===== src/rtl/cache_ctrl_pkg.sv =====
`default_nettype none
// cache_ctrl_pkg: shared address-field bounds, width codes and FSM encoding for cache_ctrl.
// Revision 1.0
package cache_ctrl_pkg;

  localparam int ADDR_BITS_DEF     = 32;
  localparam int TAG_BITS_DEF      = 23;
  localparam int ELEMENT_WORDS_DEF = 4;

  // Byte offset within a word occupies the low two address bits.
  localparam int WORD_LO = 2;

  // Width code used for full-word line-fill writes into the cache.
  localparam logic [2:0] UBHW_WORD = 3'b010;

  typedef enum logic [2:0] {
    IDLE    = 3'd0,
    COMPARE = 3'd1,
    CHECK   = 3'd2,
    WB_RD   = 3'd3,
    WB_WR   = 3'd4,
    FILL    = 3'd5
  } state_t;

  function automatic int word_bits(input int element_words);
    return $clog2(element_words);
  endfunction

  function automatic int index_lo(input int element_words);
    return WORD_LO + $clog2(element_words);
  endfunction

  function automatic int index_bits(input int addr_bits, input int tag_bits, input int element_words);
    return addr_bits - tag_bits - index_lo(element_words);
  endfunction

endpackage
`default_nettype wire


===== src/rtl/cache_ctrl.sv =====
`default_nettype none
// cache_ctrl: blocking CPU-side controller for an external write-back cache; evicts dirty victims
// word by word, then fills the line from memory and retries the lookup. Revision 1.0
module cache_ctrl
  import cache_ctrl_pkg::*;
#(
  parameter int ADDR_BITS     = ADDR_BITS_DEF,
  parameter int TAG_BITS      = TAG_BITS_DEF,
  parameter int ELEMENT_WORDS = ELEMENT_WORDS_DEF
) (
  input  logic                 clk,
  input  logic                 rst,
  input  logic                 cpu_req,
  input  logic                 cpu_wen,
  input  logic [ADDR_BITS-1:0] cpu_addr,
  input  logic [2:0]           cpu_ubhw,
  input  logic [31:0]          cpu_din,
  output logic [31:0]          cpu_dout,
  output logic                 cpu_ready,
  output logic [ADDR_BITS-1:0] cache_addr,
  output logic                 cache_load,
  output logic                 cache_edit,
  output logic                 cache_store,
  output logic                 cache_invalid,
  output logic [2:0]           cache_ubhw,
  output logic [31:0]          cache_din,
  input  logic [31:0]          cache_dout,
  input  logic                 cache_hit,
  input  logic                 cache_valid,
  input  logic                 cache_dirty,
  input  logic [TAG_BITS-1:0]  cache_tag,
  output logic                 mem_cs,
  output logic                 mem_we,
  output logic [ADDR_BITS-1:0] mem_addr,
  output logic [31:0]          mem_wdata,
  input  logic [31:0]          mem_rdata,
  input  logic                 mem_ack
);

  localparam int WORD_BITS  = word_bits(ELEMENT_WORDS);
  localparam int INDEX_LO   = index_lo(ELEMENT_WORDS);
  localparam int INDEX_BITS = index_bits(ADDR_BITS, TAG_BITS, ELEMENT_WORDS);
  localparam logic [WORD_BITS-1:0] LAST_WORD = WORD_BITS'(ELEMENT_WORDS - 1);

  state_t                 state, state_nxt;
  logic [WORD_BITS-1:0]   cnt, cnt_nxt;
  logic [ADDR_BITS-1:0]   req_addr;
  logic                   req_wen;
  logic [2:0]             req_ubhw;
  logic [31:0]            req_din;
  logic [TAG_BITS-1:0]    victim_tag;
  logic                   accept;
  logic                   victim_capture;
  logic                   ready_nxt;
  logic [31:0]            dout_nxt;

  logic [TAG_BITS-1:0]    req_tag;
  logic [INDEX_BITS-1:0]  req_index;
  logic [ADDR_BITS-1:0]   line_addr;
  logic [ADDR_BITS-1:0]   victim_addr;

  assign req_tag       = req_addr[ADDR_BITS-1 -: TAG_BITS];
  assign req_index     = req_addr[INDEX_LO +: INDEX_BITS];
  assign line_addr     = {req_tag, req_index, cnt, 2'b00};
  assign victim_addr   = {victim_tag, req_index, cnt, 2'b00};
  assign cache_invalid = 1'b0;

  always_ff @(posedge clk or negedge rst) begin
    if (!rst) begin
      state      <= IDLE;
      cnt        <= '0;
      req_addr   <= '0;
      req_wen    <= 1'b0;
      req_ubhw   <= '0;
      req_din    <= '0;
      victim_tag <= '0;
      cpu_ready  <= 1'b0;
      cpu_dout   <= '0;
    end else begin
      state     <= state_nxt;
      cnt       <= cnt_nxt;
      cpu_ready <= ready_nxt;
      cpu_dout  <= dout_nxt;
      if (accept) begin
        req_addr <= cpu_addr;
        req_wen  <= cpu_wen;
        req_ubhw <= cpu_ubhw;
        req_din  <= cpu_din;
      end
      if (victim_capture) begin
        victim_tag <= cache_tag;
      end
    end
  end

  always_comb begin
    state_nxt      = state;
    cnt_nxt        = cnt;
    accept         = 1'b0;
    victim_capture = 1'b0;
    ready_nxt      = 1'b0;
    dout_nxt       = cpu_dout;
    cache_addr     = '0;
    cache_load     = 1'b0;
    cache_edit     = 1'b0;
    cache_store    = 1'b0;
    cache_ubhw     = '0;
    cache_din      = '0;
    mem_cs         = 1'b0;
    mem_we         = 1'b0;
    mem_addr       = '0;
    mem_wdata      = '0;

    case (state)
      IDLE: begin
        // A request still held during the ready pulse belongs to the finished access.
        if (cpu_req && !cpu_ready) begin
          accept    = 1'b1;
          state_nxt = COMPARE;
        end
      end
      COMPARE: begin
        cache_addr = req_addr;
        cache_load = ~req_wen;
        cache_edit = req_wen;
        cache_ubhw = req_ubhw;
        cache_din  = req_din;
        state_nxt  = CHECK;
      end
      CHECK: begin
        if (cache_hit) begin
          ready_nxt = 1'b1;
          dout_nxt  = cache_dout;
          state_nxt = IDLE;
        end else if (cache_valid && cache_dirty) begin
          victim_capture = 1'b1;
          cnt_nxt        = '0;
          state_nxt      = WB_RD;
        end else begin
          cnt_nxt   = '0;
          state_nxt = FILL;
        end
      end
      WB_RD: begin
        cache_addr = line_addr;
        state_nxt  = WB_WR;
      end
      WB_WR: begin
        cache_addr = line_addr;
        mem_cs     = 1'b1;
        mem_we     = 1'b1;
        mem_addr   = victim_addr;
        mem_wdata  = cache_dout;
        if (mem_ack) begin
          if (cnt == LAST_WORD) begin
            cnt_nxt   = '0;
            state_nxt = FILL;
          end else begin
            cnt_nxt   = cnt + WORD_BITS'(1);
            state_nxt = WB_RD;
          end
        end
      end
      FILL: begin
        cache_addr = line_addr;
        mem_cs     = 1'b1;
        mem_addr   = line_addr;
        if (mem_ack) begin
          cache_store = 1'b1;
          cache_ubhw  = UBHW_WORD;
          cache_din   = mem_rdata;
          cnt_nxt     = cnt + WORD_BITS'(1);
          // Retrying the lookup after the last word refreshes LRU and returns the data.
          if (cnt == LAST_WORD) begin
            state_nxt = COMPARE;
          end
        end
      end
      default: begin
        state_nxt = IDLE;
      end
    endcase
  end

endmodule
`default_nettype wire


===== config.mk =====
export PLATFORM = sky130hd
export DESIGN_NAME = cache_ctrl
export DESIGN_NICKNAME = d
export VERILOG_FILES = /design/src/rtl/cache_ctrl_pkg.sv /design/src/rtl/cache_ctrl.sv
export SDC_FILE = /design/constraint.sdc
export NUM_CORES = 1
export LEC_CHECK = 0
export BUFFER_PORTS_ARGS = -buffer_cell sky130_fd_sc_hd__buf_2
export CAP_MARGIN = 20
export CORE_ASPECT_RATIO = 0.9
export CORE_UTILIZATION = 40
export DETAILED_ROUTE_END_ITERATION = 7
export PLACE_DENSITY = 0.77
export SLEW_MARGIN = 25
export SYNTH_ARGS = -nofsm -noshare
export SYNTH_HDL_FRONTEND = slang
export SYNTH_SLANG_ARGS = --single-unit

===== constraint.sdc =====
create_clock -name clk -period 3.2 [get_ports clk]
set_input_delay 0.16 -clock clk [delete_from_list [all_inputs] [get_ports clk]]
set_output_delay 0.16 -clock clk [all_outputs]
set_load 0.02 [all_outputs]

Word level (Yosys, flattened, before mapping)
Index checks and enable logic that the tools add are counted.
{"block": "totals", "register_bits": 129, "input_bits": 162}
{"block": "classes", "n_addsub": 1, "n_eq_ne": 11, "n_mux": 33, "bitwise": 1, "reduce_logical": 10}
{"cell": "$pmux 32 s2", "n": 3}
{"cell": "$mux 32", "n": 2}
{"cell": "$mux 3", "n": 7}
{"cell": "$pmux 3 s6", "n": 1}
{"cell": "$mux 1", "n": 13}
{"cell": "$mux 2", "n": 5}
{"cell": "$ne 2x2->1 const B", "n": 5}
{"cell": "$reduce_and 4->1", "n": 2}
{"cell": "$eq 3x2->1 const B", "n": 2}
{"cell": "$eq 3x3->1 const B", "n": 2}
{"cell": "$pmux 2 s3", "n": 1}
{"cell": "$pmux 3 s2", "n": 1}
{"cell": "$eq 3x1->1 const B", "n": 1}
{"cell": "$logic_not 3->1", "n": 1}
{"cell": "$reduce_bool 3->1", "n": 1}
{"cell": "$reduce_or 3->1", "n": 1}
{"cell": "$add 2x1->2 const B", "n": 1}
{"cell": "$eq 2x2->1 const B", "n": 1}
{"cell": "$logic_and 1x1->1", "n": 2}
{"cell": "$reduce_and 2->1", "n": 1}
{"cell": "$reduce_or 2->1", "n": 1}
{"cell": "$logic_not 1->1", "n": 1}
{"cell": "$not 1->1", "n": 1}

Logic depth before layout (Yosys ltp)
{"block": "depth", "word_depth": 4, "ltp_mapped": 7, "mapped_depth_nobuf": 4}

Least setup slack after synthesis
No wires, ideal clock.
{"block": "synth_timing", "path_kind": "reg-to-output", "startpoint": "register state[1]", "endpoint": "output port cache_addr[3]", "arrival_ns": 1.645, "required_time_ns": 3.040, "path_slack_ns": 1.395, "path_stages_with_launch": 7, "cell_sequence": "dfrtp_1 > nand2b_1 > buf_2 > inv_2 > clkbuf_1 > and2_1 > o21bai_1"}
{"block": "synth_between", "elab_chain_len": 3}
{"item": "start, declared", "line_no": "cache_ctrl.sv:45", "text": "state_t state, state_nxt;"}
{"item": "start signal, assigned", "line_no": "cache_ctrl.sv:80", "text": "state <= state_nxt;"}
{"item": "$eq 3x3->1 or $eq 3x2->1 (tied branches)", "line_no": "cache_ctrl.sv:114", "text": "case (state)"}
{"item": "$reduce_or 3->1 (no line)"}
{"item": "$pmux 32 s2 (*)", "line_no": "cache_ctrl.sv:114"}
{"item": "end, declared", "line_no": "cache_ctrl.sv:20", "text": "output logic [ADDR_BITS-1:0] cache_addr,"}
Mark *: on every way between the ends. The rest lies on a longest branch, timed or not.

Final worst setup path
{"block": "layout_timing", "startpoint": "register state[1]", "endpoint": "output port cache_din[3]"}
{"block": "layout_between", "elab_chain_len": 2}
{"item": "$eq 3x3->1 or $eq 3x1->1 (tied branches)", "line_no": "cache_ctrl.sv:114"}
{"item": "$pmux 32 s2 (*)", "line_no": "cache_ctrl.sv:114"}
{"item": "end, declared", "line_no": "cache_ctrl.sv:26", "text": "output logic [31:0] cache_din,"}
Marked as above.

==> impl_results.md <==
* Area grow syn2layout at 54.8%
* Crit path kind: reg2out
* Post-synth cell types at 36
* Residual DRC at 0
* Die width at 136 µm
* Clock sink count at 129
* Die Area at 0.0166 mm²
* Initial detailed-routing violation count at 208
* Antenna violations before repair at 0
* Routability Congestion at 0.828
* Top-area cell type share of the netlist area at 0.501
* Largest net degree at the start of global routing at 91
* Most common cell in the netlist: dfrtp_1
* Area of the core at 0.0155 mm²
* Cts hold-fix bufs at 119
* Asr flop ratio synth at 1.00
* Mean Syn Cell Area at 13.2 µm²
* Cell Area, Placed at 0.00818 mm²
* Design area at 0.00997 mm²
* Htree depth at 4
* GRT Overall Usage at 0.240
* Synth top area cells: dfrtp_1 (50%), mux2_4 (11%), mux2_2 (9.4%)
* CTS tree: yes
* Unrepaired setup endpoints after global routing: no
* Worst Path Required at 3.04 ns
* Leakage at 5.12 nW
* Antenna cell count at 0
* Worst-path fanout max at 33
* Clk slew on worst S/H paths at 0.05 ns
* Cts repair resizes at 0
* CP arrival at 2.45 ns
* # setup viols final at 0
* Synth Cell Area at 0.00644 mm²
* Finished Core Util at 0.641
* IO buf count at 328
* Post-DR wirelength/cell at 17.4 µm
* Starting density of the core at 0.414
* Die height at 122 µm
* Post-Route WL at 19900 µm
* Nets@finish at 1091
* Via density at 4.87
* Min Clock Period, post-route at 2.61 ns
* Final hold vios at 0
* Synth cell count leaders: dfrtp_1 (129), and2_1 (72), mux2_2 (54)
* CP endpoint kind: output port
* Max Clock Skew at 0.00701 ns
* DR pass1 iterations at 4
* Grt total ovfl at 0
* Cts bufs inserted at 17
* First-pass GRT wire length at 29800 µm
* Crit share post-route at 0.816
* Setup Fix Bufs, Post-CTS at 0
* Startpoint types: register
* Maximum VDD drop at 0.677 mV
* Top cell type by total area after synthesis: dfrtp_1
* Root Driver: clkbuf_16
* Number of global-route vias before repair at 5707
* Share of layout cells above drive strength 1 at 0.510
* Synth Flop Type: dfrtp_1
* Max Slew Vio Count at 0
* F_max at 0.383 GHz
* FP Rows at 43
* HP Class: in2reg
* Power Density at 923 mW/mm²
* Max Cap Viol at 0
* Share of the yosys chip area belonging to registers at 0.501
* Io pins at 332
* Worst-Margin Slew at 0.830 ns
* #FFs+latches synth at 129
* Final ANT Viol Nets at 0
* Clock latency on the worst-skew pair at 0.41 ns
* Worst relative slew slack at 0.447
* Post-synth EDFFs at 0
* Longest Clk Path Bufs at 2
* Total number of vias at 5556
* TNS Setup at 0 ns
* DP HPWL at 12400 µm
* Syn Inst Count at 487
* Status: finished clean
* Warnings, synthesis at 0
## state kept, by name (all words and copies together) (netlist names)
register    count
cnt             2
cpu_dout       32
cpu_ready       1
req_addr       32
req_din        32
req_ubhw        3
req_wen         1
state           3
victim_tag     23
## final timing paths
kind	start	end	slack [ns]	cells past startpoint
max	state[1]$_DFFE_PN0P_	cache_din[3]	0.59	6
min	cache_dout[0]	cpu_dout[0]$_DFFE_PN0P_	0.02	2
max reg2reg	state[1]$_DFFE_PN0P_	req_addr[26]$_DFFE_PN0P_	0.94	4
min reg2reg	req_ubhw[0]$_DFFE_PN0P_	req_ubhw[0]$_DFFE_PN0P_	0.48	1
max in group asynchronous	rst	victim_tag[0]$_DFFE_PN0P_	1.97	3
min in group asynchronous	rst	victim_tag[10]$_DFFE_PN0P_	0.41	2
## placed cells by master (no fill, tap or decap), types with 2 or more instances in the layout
master           n
and2_1          72
a32o_1           2
buf_4           12
nand2b_1         4
nor2_1          23
a21oi_1          5
clkbuf_1         4
clkinv_2         2
bufinv_16        3
nor2b_1          4
dfrtp_1        128
conb_1           3
and3_1           2
a211o_1          2
a22o_1          32
mux2i_1         26
clkbuf_16       17
o21ai_0          2
mux2_4          49
inv_1            2
dlygate4sd3_1  121
buf_2          327
o21bai_1         2
mux2_2          54
clkbuf_8         2
mux2_1          20
## per-layer routing
| metal | up-vias | track usage | wire length (µm) |
|---|---|---|---|
| li1 | 2586 | - | - |
| met1 | 2712 | 0.250 | 7490 |
| met2 | 223 | 0.447 | 10600 |
| met3 | 35 | 0.0735 | 1230 |
| met4 | 0 | 0.0955 | 499 |
| met5 | - | 0 | 0 |
## cell families (layout without fill, tap and decap cells)
kind of cell	count (synthesis)	count (layout)	synth area share
other	1	3	0.000582
and+or+nand+nor	115	115	0.107
muxes	149	149	0.284
buffers and inverters	44	493	0.0443
DFF	129	129	0.501
AOI/OAI and AO/OA	48	48	0.0610
adders and majority gates	1	1	0.00194
## through the flow
stage / setup slack [ns] / instances / hold WS (ns) / total power (W)
final: 0.590 / 1140 / 0.0221 / 0.00920
after global routing: 0.386 / 1140 / 0.000423 / 0.00971
after CTS: 0.553 / 1138 / 0.000184 / 0.00917
after detailed placement: 0.938 / 990 / 0.294 / 0.00712
after global placement: 0.977 / 990 / 0.298 / 0.00702
after floorplan: 1.39 / 489 / -0.136 / 0.00581
## cell type report
cell class	instances	area (µm²)
Clock buffer	23	468
Fill cell	1126	5580
Tap cell	202	253
Sequential cell	129	3230
Timing Repair Buffer	461	2950
Multi-Input combinational cell	316	2950
Inverter	3	11.3
Clock inverter	6	108
## where the power goes
| part | internal (W) | switching (W) | leakage (nW) |
|---|---|---|---|
| Combinational | 0.00201 | 0.00228 | 3.28 |
| Sequential | 0.00242 | 0.000571 | 1.56 |
| Clock | 0.00125 | 0.000662 | 0.279 |
| Total | 0.00569 | 0.00351 | 5.12 |
## critical path, cell delays in order, from the launching register on
cell and delay [ns]:
dfrtp_1 0.56, nand2b_1 0.26, inv_2 0.22, and3_1 0.19
buf_4 0.35, a22o_1 0.26, buf_2 0.18
Power figures use the tool's default switching activity.
